**config.mk**
```make
export PLATFORM = sky130hd
export DESIGN_NAME = led_serial_rx
export DESIGN_NICKNAME = d
export VERILOG_FILES = /design/src/rtl/led_serial_rx_pkg.sv /design/src/rtl/led_sync_edge.sv /design/src/rtl/led_serial_rx.sv
export SDC_FILE = /design/constraint.sdc
export NUM_CORES = 1
export LEC_CHECK = 0
export ABC_AREA = 1
export BUFFER_PORTS_ARGS = -buffer_cell sky130_fd_sc_hd__buf_2
export CORE_AREA = 2 2 116 118
export CTS_CLUSTER_SIZE = 10
export DETAILED_ROUTE_END_ITERATION = 6
export DIE_AREA = 0 0 118 120
export GPL_ROUTABILITY_DRIVEN = 0
export HOLD_SLACK_MARGIN = 0.08
export SLEW_MARGIN = 5
export SYNTH_ARGS = -nofsm -noshare
export SYNTH_HDL_FRONTEND = slang
export SYNTH_SLANG_ARGS = --single-unit
```
**constraint.sdc**
```tcl
create_clock -name CLK -period 3.2 [get_ports CLK]
set_input_delay 0.64 -clock CLK [delete_from_list [all_inputs] [get_ports CLK]]
set_output_delay 0.64 -clock CLK [all_outputs]
set_load 0.01 [all_outputs]
```
**src/rtl/led_serial_rx_pkg.sv**
```systemverilog
// Shared types and defaults for the LED serial link receiver.
// No logic; imported by the receiver top.
// State encoding and default frame geometry live here.
package led_serial_rx_pkg;

    typedef enum logic [1:0] {
        ST_WAIT_LOW = 2'd0,
        ST_IDLE     = 2'd1,
        ST_SHIFT    = 2'd2
    } state_t;

    localparam int DATA_W_DEF      = 24;
    localparam int MAX_BITS_DEF    = 26;
    localparam int SYNC_STAGES_DEF = 2;
    localparam int TIMEOUT_DEF     = 1023;

endpackage

```
**src/rtl/led_sync_edge.sv**
```systemverilog
// Synchronizes one asynchronous pin and reports its level plus rise/fall events.
// Latency: STAGES+1 CLK cycles from pin to registered rise/fall; level is aligned with them.
// No backpressure: rise/fall are single-cycle pulses.
module led_sync_edge #(
    parameter int   STAGES  = 2,
    parameter logic RST_VAL = 1'b0
) (
    input  logic clk,
    input  logic rst,
    input  logic din,
    output logic level,
    output logic rise,
    output logic fall
);

    logic [STAGES-1:0] sync_q, sync_d;
    logic              prev_q, prev_d;
    logic              rise_q, rise_d;
    logic              fall_q, fall_d;

    // Shift the pin through the chain and compare the last stage with its delayed copy.
    always_comb begin
        sync_d = {sync_q[STAGES-2:0], din};
        prev_d = sync_q[STAGES-1];
        rise_d = sync_q[STAGES-1] & ~prev_q;
        fall_d = ~sync_q[STAGES-1] & prev_q;
    end

    // Reset value is configurable so a pin can be assumed asserted until proven low.
    always_ff @(posedge clk or posedge rst) begin
        if (rst) begin
            sync_q <= {STAGES{RST_VAL}};
            prev_q <= RST_VAL;
            rise_q <= 1'b0;
            fall_q <= 1'b0;
        end else begin
            sync_q <= sync_d;
            prev_q <= prev_d;
            rise_q <= rise_d;
            fall_q <= fall_d;
        end
    end

    assign level = prev_q;
    assign rise  = rise_q;
    assign fall  = fall_q;

endmodule

```
**src/rtl/led_serial_rx.sv**
```systemverilog
// Deserializes the LED_CLK/LED_OUT/LED_OE frame into a parallel word, MSB first.
// Latency: DATA_VALID/ERR_* appear SYNC_STAGES+2 CLK cycles after the causing pin event.
// No backpressure: results are one-cycle pulses; DATA_OUT holds the last good word.
module led_serial_rx
    import led_serial_rx_pkg::*;
#(
    parameter int DATA_W      = DATA_W_DEF,
    parameter int MAX_BITS    = MAX_BITS_DEF,
    parameter int SYNC_STAGES = SYNC_STAGES_DEF,
    parameter int TIMEOUT     = TIMEOUT_DEF
) (
    input  logic              CLK,
    input  logic              RST,
    input  logic              SCLK,
    input  logic              SDATA,
    input  logic              SFRAME,
    output logic [DATA_W-1:0] DATA_OUT,
    output logic              DATA_VALID,
    output logic              ERR_SHORT,
    output logic              ERR_LONG,
    output logic              ERR_TIMEOUT,
    output logic              BUSY
);

    localparam int CNT_W = $clog2(MAX_BITS + 2);
    localparam int TO_W  = $clog2(TIMEOUT + 1);
    localparam logic [CNT_W-1:0] CNT_DATA = CNT_W'(DATA_W);
    localparam logic [CNT_W-1:0] CNT_MAX  = CNT_W'(MAX_BITS);
    localparam logic [CNT_W-1:0] CNT_SAT  = CNT_W'(MAX_BITS + 1);
    localparam logic [TO_W-1:0]  TO_LAST  = TO_W'(TIMEOUT - 1);

    logic sclk_rise, sclk_level_unused, sclk_fall_unused;
    logic frame_lvl, frame_rise, frame_fall;

    led_sync_edge #(.STAGES(SYNC_STAGES), .RST_VAL(1'b0)) u_sclk_sync (
        .clk   (CLK),
        .rst   (RST),
        .din   (SCLK),
        .level (sclk_level_unused),
        .rise  (sclk_rise),
        .fall  (sclk_fall_unused)
    );

    // SFRAME resets as "high" so a frame already in flight at reset release is waited out.
    led_sync_edge #(.STAGES(SYNC_STAGES), .RST_VAL(1'b1)) u_frame_sync (
        .clk   (CLK),
        .rst   (RST),
        .din   (SFRAME),
        .level (frame_lvl),
        .rise  (frame_rise),
        .fall  (frame_fall)
    );

    state_t                  state_q, state_d;
    logic [CNT_W-1:0]        cnt_q, cnt_d;
    logic [TO_W-1:0]         to_q, to_d;
    logic [DATA_W-1:0]       shift_q, shift_d;
    logic [DATA_W-1:0]       data_q, data_d;
    logic [SYNC_STAGES-1:0]  sdata_sync_q, sdata_sync_d;
    logic                    sdata_bit_q, sdata_bit_d;
    logic                    valid_q, valid_d;
    logic                    err_short_q, err_short_d;
    logic                    err_long_q, err_long_d;
    logic                    err_to_q, err_to_d;
    logic                    busy_q, busy_d;

    // Frame FSM: SDATA is tapped from the same depth as SCLK and delayed once more to line up with sclk_rise.
    always_comb begin
        state_d      = state_q;
        cnt_d        = cnt_q;
        to_d         = to_q;
        shift_d      = shift_q;
        data_d       = data_q;
        valid_d      = 1'b0;
        err_short_d  = 1'b0;
        err_long_d   = 1'b0;
        err_to_d     = 1'b0;
        sdata_sync_d = {sdata_sync_q[SYNC_STAGES-2:0], SDATA};
        sdata_bit_d  = sdata_sync_q[SYNC_STAGES-1];

        case (state_q)
            ST_WAIT_LOW: begin
                if (!frame_lvl) state_d = ST_IDLE;
            end
            ST_IDLE: begin
                if (frame_rise) begin
                    state_d = ST_SHIFT;
                    cnt_d   = '0;
                    to_d    = '0;
                    shift_d = '0;
                    // A clock edge coinciding with the frame start is bit 0.
                    if (sclk_rise) begin
                        shift_d = DATA_W'(sdata_bit_q);
                        cnt_d   = CNT_W'(1);
                    end
                end
            end
            ST_SHIFT: begin
                // Frame end wins over a simultaneous clock edge, which is dropped.
                if (frame_fall) begin
                    state_d = ST_IDLE;
                    if (cnt_q < CNT_DATA) begin
                        err_short_d = 1'b1;
                    end else begin
                        data_d  = shift_q;
                        valid_d = 1'b1;
                    end
                end else if (sclk_rise) begin
                    to_d = '0;
                    if (cnt_q < CNT_DATA) shift_d = {shift_q[DATA_W-2:0], sdata_bit_q};
                    if (cnt_q >= CNT_MAX) begin
                        cnt_d      = CNT_SAT;
                        err_long_d = 1'b1;
                        state_d    = ST_WAIT_LOW;
                    end else begin
                        cnt_d = cnt_q + 1'b1;
                    end
                end else if (to_q == TO_LAST) begin
                    err_to_d = 1'b1;
                    state_d  = ST_WAIT_LOW;
                end else begin
                    to_d = to_q + 1'b1;
                end
            end
            default: state_d = ST_WAIT_LOW;
        endcase

        busy_d = (state_d != ST_IDLE);
    end

    // All state and registered outputs.
    always_ff @(posedge CLK or posedge RST) begin
        if (RST) begin
            state_q      <= ST_WAIT_LOW;
            cnt_q        <= '0;
            to_q         <= '0;
            shift_q      <= '0;
            data_q       <= '0;
            sdata_sync_q <= '0;
            sdata_bit_q  <= 1'b0;
            valid_q      <= 1'b0;
            err_short_q  <= 1'b0;
            err_long_q   <= 1'b0;
            err_to_q     <= 1'b0;
            busy_q       <= 1'b0;
        end else begin
            state_q      <= state_d;
            cnt_q        <= cnt_d;
            to_q         <= to_d;
            shift_q      <= shift_d;
            data_q       <= data_d;
            sdata_sync_q <= sdata_sync_d;
            sdata_bit_q  <= sdata_bit_d;
            valid_q      <= valid_d;
            err_short_q  <= err_short_d;
            err_long_q   <= err_long_d;
            err_to_q     <= err_to_d;
            busy_q       <= busy_d;
        end
    end

    assign DATA_OUT    = data_q;
    assign DATA_VALID  = valid_q;
    assign ERR_SHORT   = err_short_q;
    assign ERR_LONG    = err_long_q;
    assign ERR_TIMEOUT = err_to_q;
    assign BUSY        = busy_q;

endmodule

```
Word-level counts from Yosys, hierarchy flattened --
Index checks and enable logic that the tools add are counted.
Storage, ports and cells: register bits 82, logic and storage cells 83, input bits 5
Cells by class: order comparisons 2, reduce and logical (&&, ||, !) cells 6, add/subtract/negate cells 2, mux-type cells 38, bitwise operators 7, equality and inequality tests 9
Operators by type and width (count):
- 24-bit two-way mux | 4
- 24-bit case mux with 2 select lines | 1
- 10-bit two-way mux | 4
- 5-bit two-way mux | 4
- 10-bit case mux with 2 select lines | 1
- 1-bit two-way mux | 16
- 2-bit two-way mux | 6
- 10-bit by 1-bit adder with 10-bit output (second input constant) | 1
- 10-bit == test (second input constant) | 1
- 5-bit case mux with 2 select lines | 1
- 4-bit AND reduction | 2
- 2-bit by 1-bit != test with 1-bit output (second input constant) | 3
- 2-bit case mux with 3 select lines | 1
- 5-bit by 1-bit adder with 5-bit output (second input constant) | 1
- 5-bit greater-or-equal comparator (second input constant) | 1
- 5-bit less-than comparator (second input constant) | 1
- 5-bit AND reduction | 1
- 2-bit != test (second input constant) | 2
- 1-bit inverter | 4
- 1-bit AND | 3
- 3-bit by 2-bit != test with 1-bit output (second input constant) | 1
- 3-bit AND reduction | 1
- 2-bit by 1-bit == test with 1-bit output (second input constant) | 1
- 2-bit == test (second input constant) | 1
- 2 further kinds | 2

Logic depth before layout (Yosys ltp) --
depth in word-level cells 6, depth in mapped cells 11

By module --
From an unflattened synthesis, not the netlist that was laid out.
Unflattened totals: cells, all modules 336, area total of the unflattened synthesis 3517.1 sq um
Modules (own cells, without submodules):
- led_serial_rx | times used 1, seq. area each 1826.8 sq um, area an instance 3225.6 sq um, cells each 316
- led_sync_edge at u_frame_sync | times used 1, seq. area each 128.9 sq um, area an instance 147.6 sq um, cells each 10
- led_sync_edge at u_sclk_sync | times used 1, seq. area each 125.1 sq um, area an instance 143.9 sq um, cells each 10

Least setup slack after synthesis --
Ideal clock, no wire load.
path type register -> register, start point register state_q[0], end point register to_q[4], arrival time 1.464 ns, cell stages (with the launch flop) 11, setup time 0.117 ns, path buffers 2, clock period less this slack 1.581 ns, setup slack 1.619 ns, data required time 3.083 ns, path through dfrtp_1 -> inv_1 -> ha_1 -> buf_6 -> nor2_2 -> nor2_8 -> nand2_4 -> nand2_4 -> buf_12 -> nand3_2 -> nand2_1
On the way: word-level cells in the longest chain between the ends 3
Ends and longest elaborated chain:
- start, declared | RTL line led_serial_rx.sv:54 | state_t state_q, state_d;
- start signal, assigned | RTL line led_serial_rx.sv:147 | state_q <= state_d;
- 2-bit == test / 2-bit by 1-bit == test with 1-bit output (equally long branches) | RTL line led_serial_rx.sv:81 | case (state_q)
- 3-bit by 2-bit != test with 1-bit output (no line) (tied with other cells)
- 4-bit AND reduction (no line)
- end signal, assigned | RTL line led_serial_rx.sv:149 | to_q <= to_d;
- end, declared | RTL line led_serial_rx.sv:56 | logic [TO_W-1:0] to_q, to_d;
Several ways; a longest one is shown, not always the timed one. A chain may end at the register's enable or synchronous reset.

Worst setup path in the final report --
start point register state_q[0], end point register shift_q[0]
On the way: word-level cells in the longest chain between the ends 3
Ends and longest elaborated chain:
- 2-bit == test / 2-bit by 1-bit == test with 1-bit output (equally long branches) | RTL line led_serial_rx.sv:81
- 2-bit != test (no line) (tied with other cells)
- 5-bit AND reduction (no line)
- end signal, assigned | RTL line led_serial_rx.sv:150 | shift_q <= shift_d;
- end, declared | RTL line led_serial_rx.sv:57 | logic [DATA_W-1:0] shift_q, shift_d;
Several ways; a longest one is shown, not always the timed one.

==> results.md <==
Finish:
- In the final layout, the multi-input gates occupy 1410 µm².
- Registers take 2060 µm².
- The layout net count is 423.
- The number of antenna diodes in the final layout is 0.
- The area growth from synthesis to layout is 14.1%.
- After filler insertion, the fill cell instance count of the layout stands at 1339.
- The proportion of layout cells with a drive suffix above 1 is 28.8%.
- The commonest non-fill, non-tap cell in the layout is sky130_fd_sc_hd__dfrtp_1.
- In the layout the commonest cells are sky130_fd_sc_hd__dfrtp_1, sky130_fd_sc_hd__nand2_1, sky130_fd_sc_hd__inv_1, sky130_fd_sc_hd__buf_2, sky130_fd_sc_hd__nand3_1.

Floorplanning:
- The row count is 42.
- The y dimension of the die is 120 µm.
- The number of top-level pins is 34.
- The area of the die is 14200 µm².
- From left edge to right edge, the die measures 118 µm.
- The floorplan core area is 13000 µm².
- The initial core utilization is 29.4%.

Clock tree:
- The clock root buffer is sky130_fd_sc_hd__clkbuf_16.
- The clock-pin slew on the worst setup and hold paths is 0.06 ns.
- In this run the number of H-tree levels came out at 3.
- Post-CTS repair changed the size of 0 cells.
- The TritonCTS clock tree is built.
- For the worst-skew pair, the clock arrives at the later sink with an insertion delay of 0.33 ns.
- The count of hold-fix buffers inserted at cts is 0.
- The clock net in this run drives a total of 82 sinks.
- In this run the deepest clock path goes through 2 buffers.
- The number of setup buffers added after CTS is 0.
- The CTS buffer count is 9.

Detailed routing:
- The residual antenna-violating net count after detailed routing is 0.
- The remaining routing DRC violations is 0.
- The post-detailed-route via-to-cell ratio is 4.35.
- The total via count in the routed design is 2573.
- Dividing the detail-routed wire length by the instance count gives 11.9 µm.
- Wires add up to 7060 µm.
- The first detailed-routing pass took 4 iterations.
- The number of DRC markers in iteration 0 is 138.

Logic synthesis:
- The portion of the post-synthesis area used by sequential elements is 53.8%.
- The count of synthesis-stage warnings from yosys is 0.
- The synthesized instance count is 380.
- The synthesized netlist net count is 392.
- Ranked by total cell area, the synthesized netlist is headed by sky130_fd_sc_hd__dfrtp_1, sky130_fd_sc_hd__nand2_1, sky130_fd_sc_hd__nand3_2.
- The area of the mapped netlist is 3820 µm².
- The synthesized design devotes to its leading area cell type 51.7% of total area.
- The cell taking the most area after synthesis is sky130_fd_sc_hd__dfrtp_1.
- The average instance in the mapped netlist occupies 10.1 µm².
- The number of distinct library cells after synthesis is 32.
- The synthesis-stage register bit count is 82.

Critical path:
- The kind of critical path is reg -> reg.
- For the worst setup path, the data arrival time is 2.32 ns.
- The required time at the worst-slack endpoint is 3.39 ns.
- The highest net fanout along the worst path is 48.
- The sort of element at the start of the critical path is a flop.
- STA classifies the critical path endpoint as a flop.

Power:
- The net switching power figure is 1100 µW.
- The power share of the sequential group is 38.6%.
- Combinational logic is responsible for 28.0% of the overall power.
- The maximum vdd drop is 465 µV.
- Summed over all cells, the static leakage comes to 0.00204 µW.
- The share of total power dissipated in the clock network is 33.3%.
- Dividing total power by cell area gives a power density of 667 nW/µm².
- Summing internal, switching and leakage power gives 2910 µW.
- The internal power is 1810 µW.
- The switching part of the total is 37.8%.

Timing:
- The sum of negative setup slack is 0 ns.
- Headroom to the max-slew limit came out at 55.3%.
- Across all hold checks on the routed design, the worst slack comes to 0.296 ns.
- The count of endpoints failing setup in the final report is 0.
- The max-slew violation total from the final report is 0.
- The worst path meets setup with 1.06 ns of slack.
- Setup repair after global routing left no endpoint under its margin.
- In the finished design, the share of the clock period the worst path needs comes to 66.8%.
- Clock skew on the completed layout was measured at 0.00778 ns.
- The final hold violation count is 0.
- The transition time at the pin with the least slew margin is 0.670 ns.
- The highest achievable clock rate is 0.468 GHz.
- Counting I/O delays and the setup requirement, the final critical path takes 2.14 ns.

Placement:
- The placement-stage worst setup slack is 1.07 ns.
- Port buffering added 33 buffers.
- Summed over all nets, the half-perimeter wirelength after detailed placement is 4940 µm.

Global routing:
- The via count of the first global-routing pass is 2613.
- The wire length of the first global-routing pass is 12400 µm.
- The global-route congestion overflow total is 0.
- The initial antenna violation count was 0.
- Entering global routing, the biggest net connects 49 pins.
- The all-layer global routing usage is 10.7%.

Job:
- The reported max-cap violation count is 0.

Outcome:
- The flow ran to the end, and the final reports show no timing, DRC or antenna violations.

Hold path:
- The type of the worst min-delay path is in -> async.
## kinds of logic (layout without fill, tap and decap cells)
kind of cell	count (synthesis)	in the layout	share of synthesized area, %
xor gates and xnor gates	4	4	0.917
and+or+nand+nor	154	154	22.0
adders and majority gates	7	7	2.29
DFF	82	82	53.8
AOI/OAI and AO/OA	66	66	11.4
buffers and inverters	67	103	9.63
## final timing paths
path,slack (ns),to,cells after the start,from
setup / recovery,1.06,shift_q[0]$_DFFE_PP0P_,8,state_q[0]$_DFF_PP0_
hold / removal,0.30,sdata_sync_q[0]$_DFF_PP0_,2,RST
setup reg to reg,1.06,shift_q[0]$_DFFE_PP0P_,8,state_q[0]$_DFF_PP0_
hold reg to reg,0.35,sdata_bit_q$_DFF_PP0_,0,sdata_sync_q[1]$_DFF_PP0_
max in group asynchronous,2.13,u_frame_sync.sync_q[0]$_DFF_PP1_,3,RST
min in group CLK,0.35,sdata_bit_q$_DFF_PP0_,0,sdata_sync_q[1]$_DFF_PP0_
## stage by stage
stage | std cells | area, µm² | utilization (%)
final | 592 | 4360 | 33.6
after global routing | 592 | 4360 | 33.6
after CTS | 592 | 4360 | 33.6
after detailed placement | 576 | 4070 | 31.4
after global placement | 576 | 4070 | 31.4
after floorplan | 380 | 3820 | -
## synth_stat cells
library cell	count
sky130_fd_sc_hd__a21oi_1	7
sky130_fd_sc_hd__buf_12	3
sky130_fd_sc_hd__buf_2	2
sky130_fd_sc_hd__buf_4	3
sky130_fd_sc_hd__buf_6	6
sky130_fd_sc_hd__clkbuf_1	2
sky130_fd_sc_hd__clkbuf_4	1
sky130_fd_sc_hd__dfrtp_1	79
sky130_fd_sc_hd__dfstp_2	3
sky130_fd_sc_hd__ha_1	7
sky130_fd_sc_hd__inv_1	45
sky130_fd_sc_hd__inv_2	4
sky130_fd_sc_hd__inv_6	1
sky130_fd_sc_hd__nand2_1	65
sky130_fd_sc_hd__nand2_4	5
sky130_fd_sc_hd__nand3_1	30
sky130_fd_sc_hd__nand3_2	21
sky130_fd_sc_hd__nand4_1	4
sky130_fd_sc_hd__nand4_2	2
sky130_fd_sc_hd__nor2_1	21
sky130_fd_sc_hd__nor2_2	4
sky130_fd_sc_hd__nor2_8	1
sky130_fd_sc_hd__nor3_1	1
sky130_fd_sc_hd__o211ai_1	1
sky130_fd_sc_hd__o21ai_0	16
sky130_fd_sc_hd__o21ai_1	15
sky130_fd_sc_hd__o21ai_2	23
sky130_fd_sc_hd__o21ai_4	1
sky130_fd_sc_hd__o21bai_1	1
sky130_fd_sc_hd__o22ai_1	2
sky130_fd_sc_hd__xnor2_1	1
sky130_fd_sc_hd__xor2_1	3
## state kept, by name, summed over array words and instances, names as in the netlist
register / flops
u_frame_sync.rise: 1
DATA_OUT: 24
u_frame_sync.fall: 1
sdata_bit_q: 1
ERR_LONG: 1
u_sclk_sync.rise: 1
sdata_sync_q: 2
ERR_SHORT: 1
BUSY: 1
u_sclk_sync.sync_q: 2
ERR_TIMEOUT: 1
DATA_VALID: 1
u_frame_sync.sync_q: 2
shift_q: 24
u_frame_sync.level: 1
cnt_q: 5
state_q: 2
u_sclk_sync.level: 1
to_q: 10
## critical path, cell delays in order (launching register included)
cell and delay [ns]:
sky130_fd_sc_hd__dfrtp_1 0.40, sky130_fd_sc_hd__inv_1 0.13, sky130_fd_sc_hd__ha_2 0.54, sky130_fd_sc_hd__nand2_1 0.18
sky130_fd_sc_hd__nand3_2 0.12, sky130_fd_sc_hd__nor2_4 0.03, sky130_fd_sc_hd__buf_4 0.32, sky130_fd_sc_hd__o211ai_1 0.16
sky130_fd_sc_hd__o21ai_0 0.11
## power by group through the flow
stage	sequential (µW)	clock, µW	combinational, µW
floorplan	1130	0	870
global placement	1140	0	806
detailed placement	1140	0	823
CTS	1120	994	824
global route	1130	1040	903
finish	1120	969	815
## area by class of cell
cell class                      count  share of cell area (%)
Tap cell                          176                    5.05
Sequential cell                    82                    47.1
Clock buffer                        9                    5.16
Timing Repair Buffer               37                    4.48
Clock inverter                      7                    1.49
Inverter                           50                    4.45
Multi-Input combinational cell    231                    32.2
## layer usage
metal	part of all wire (%)	routed length [µm]	global-route usage, %	vias to the layer above
met5	0	0	0	-
met4	1.1	78	3.16	0
met3	3.7	263	2.76	8
met2	49	3430	17.6	45
met1	47	3290	14.0	1226
li1	-	-	-	1294
(Power assumes the default switching activity.)
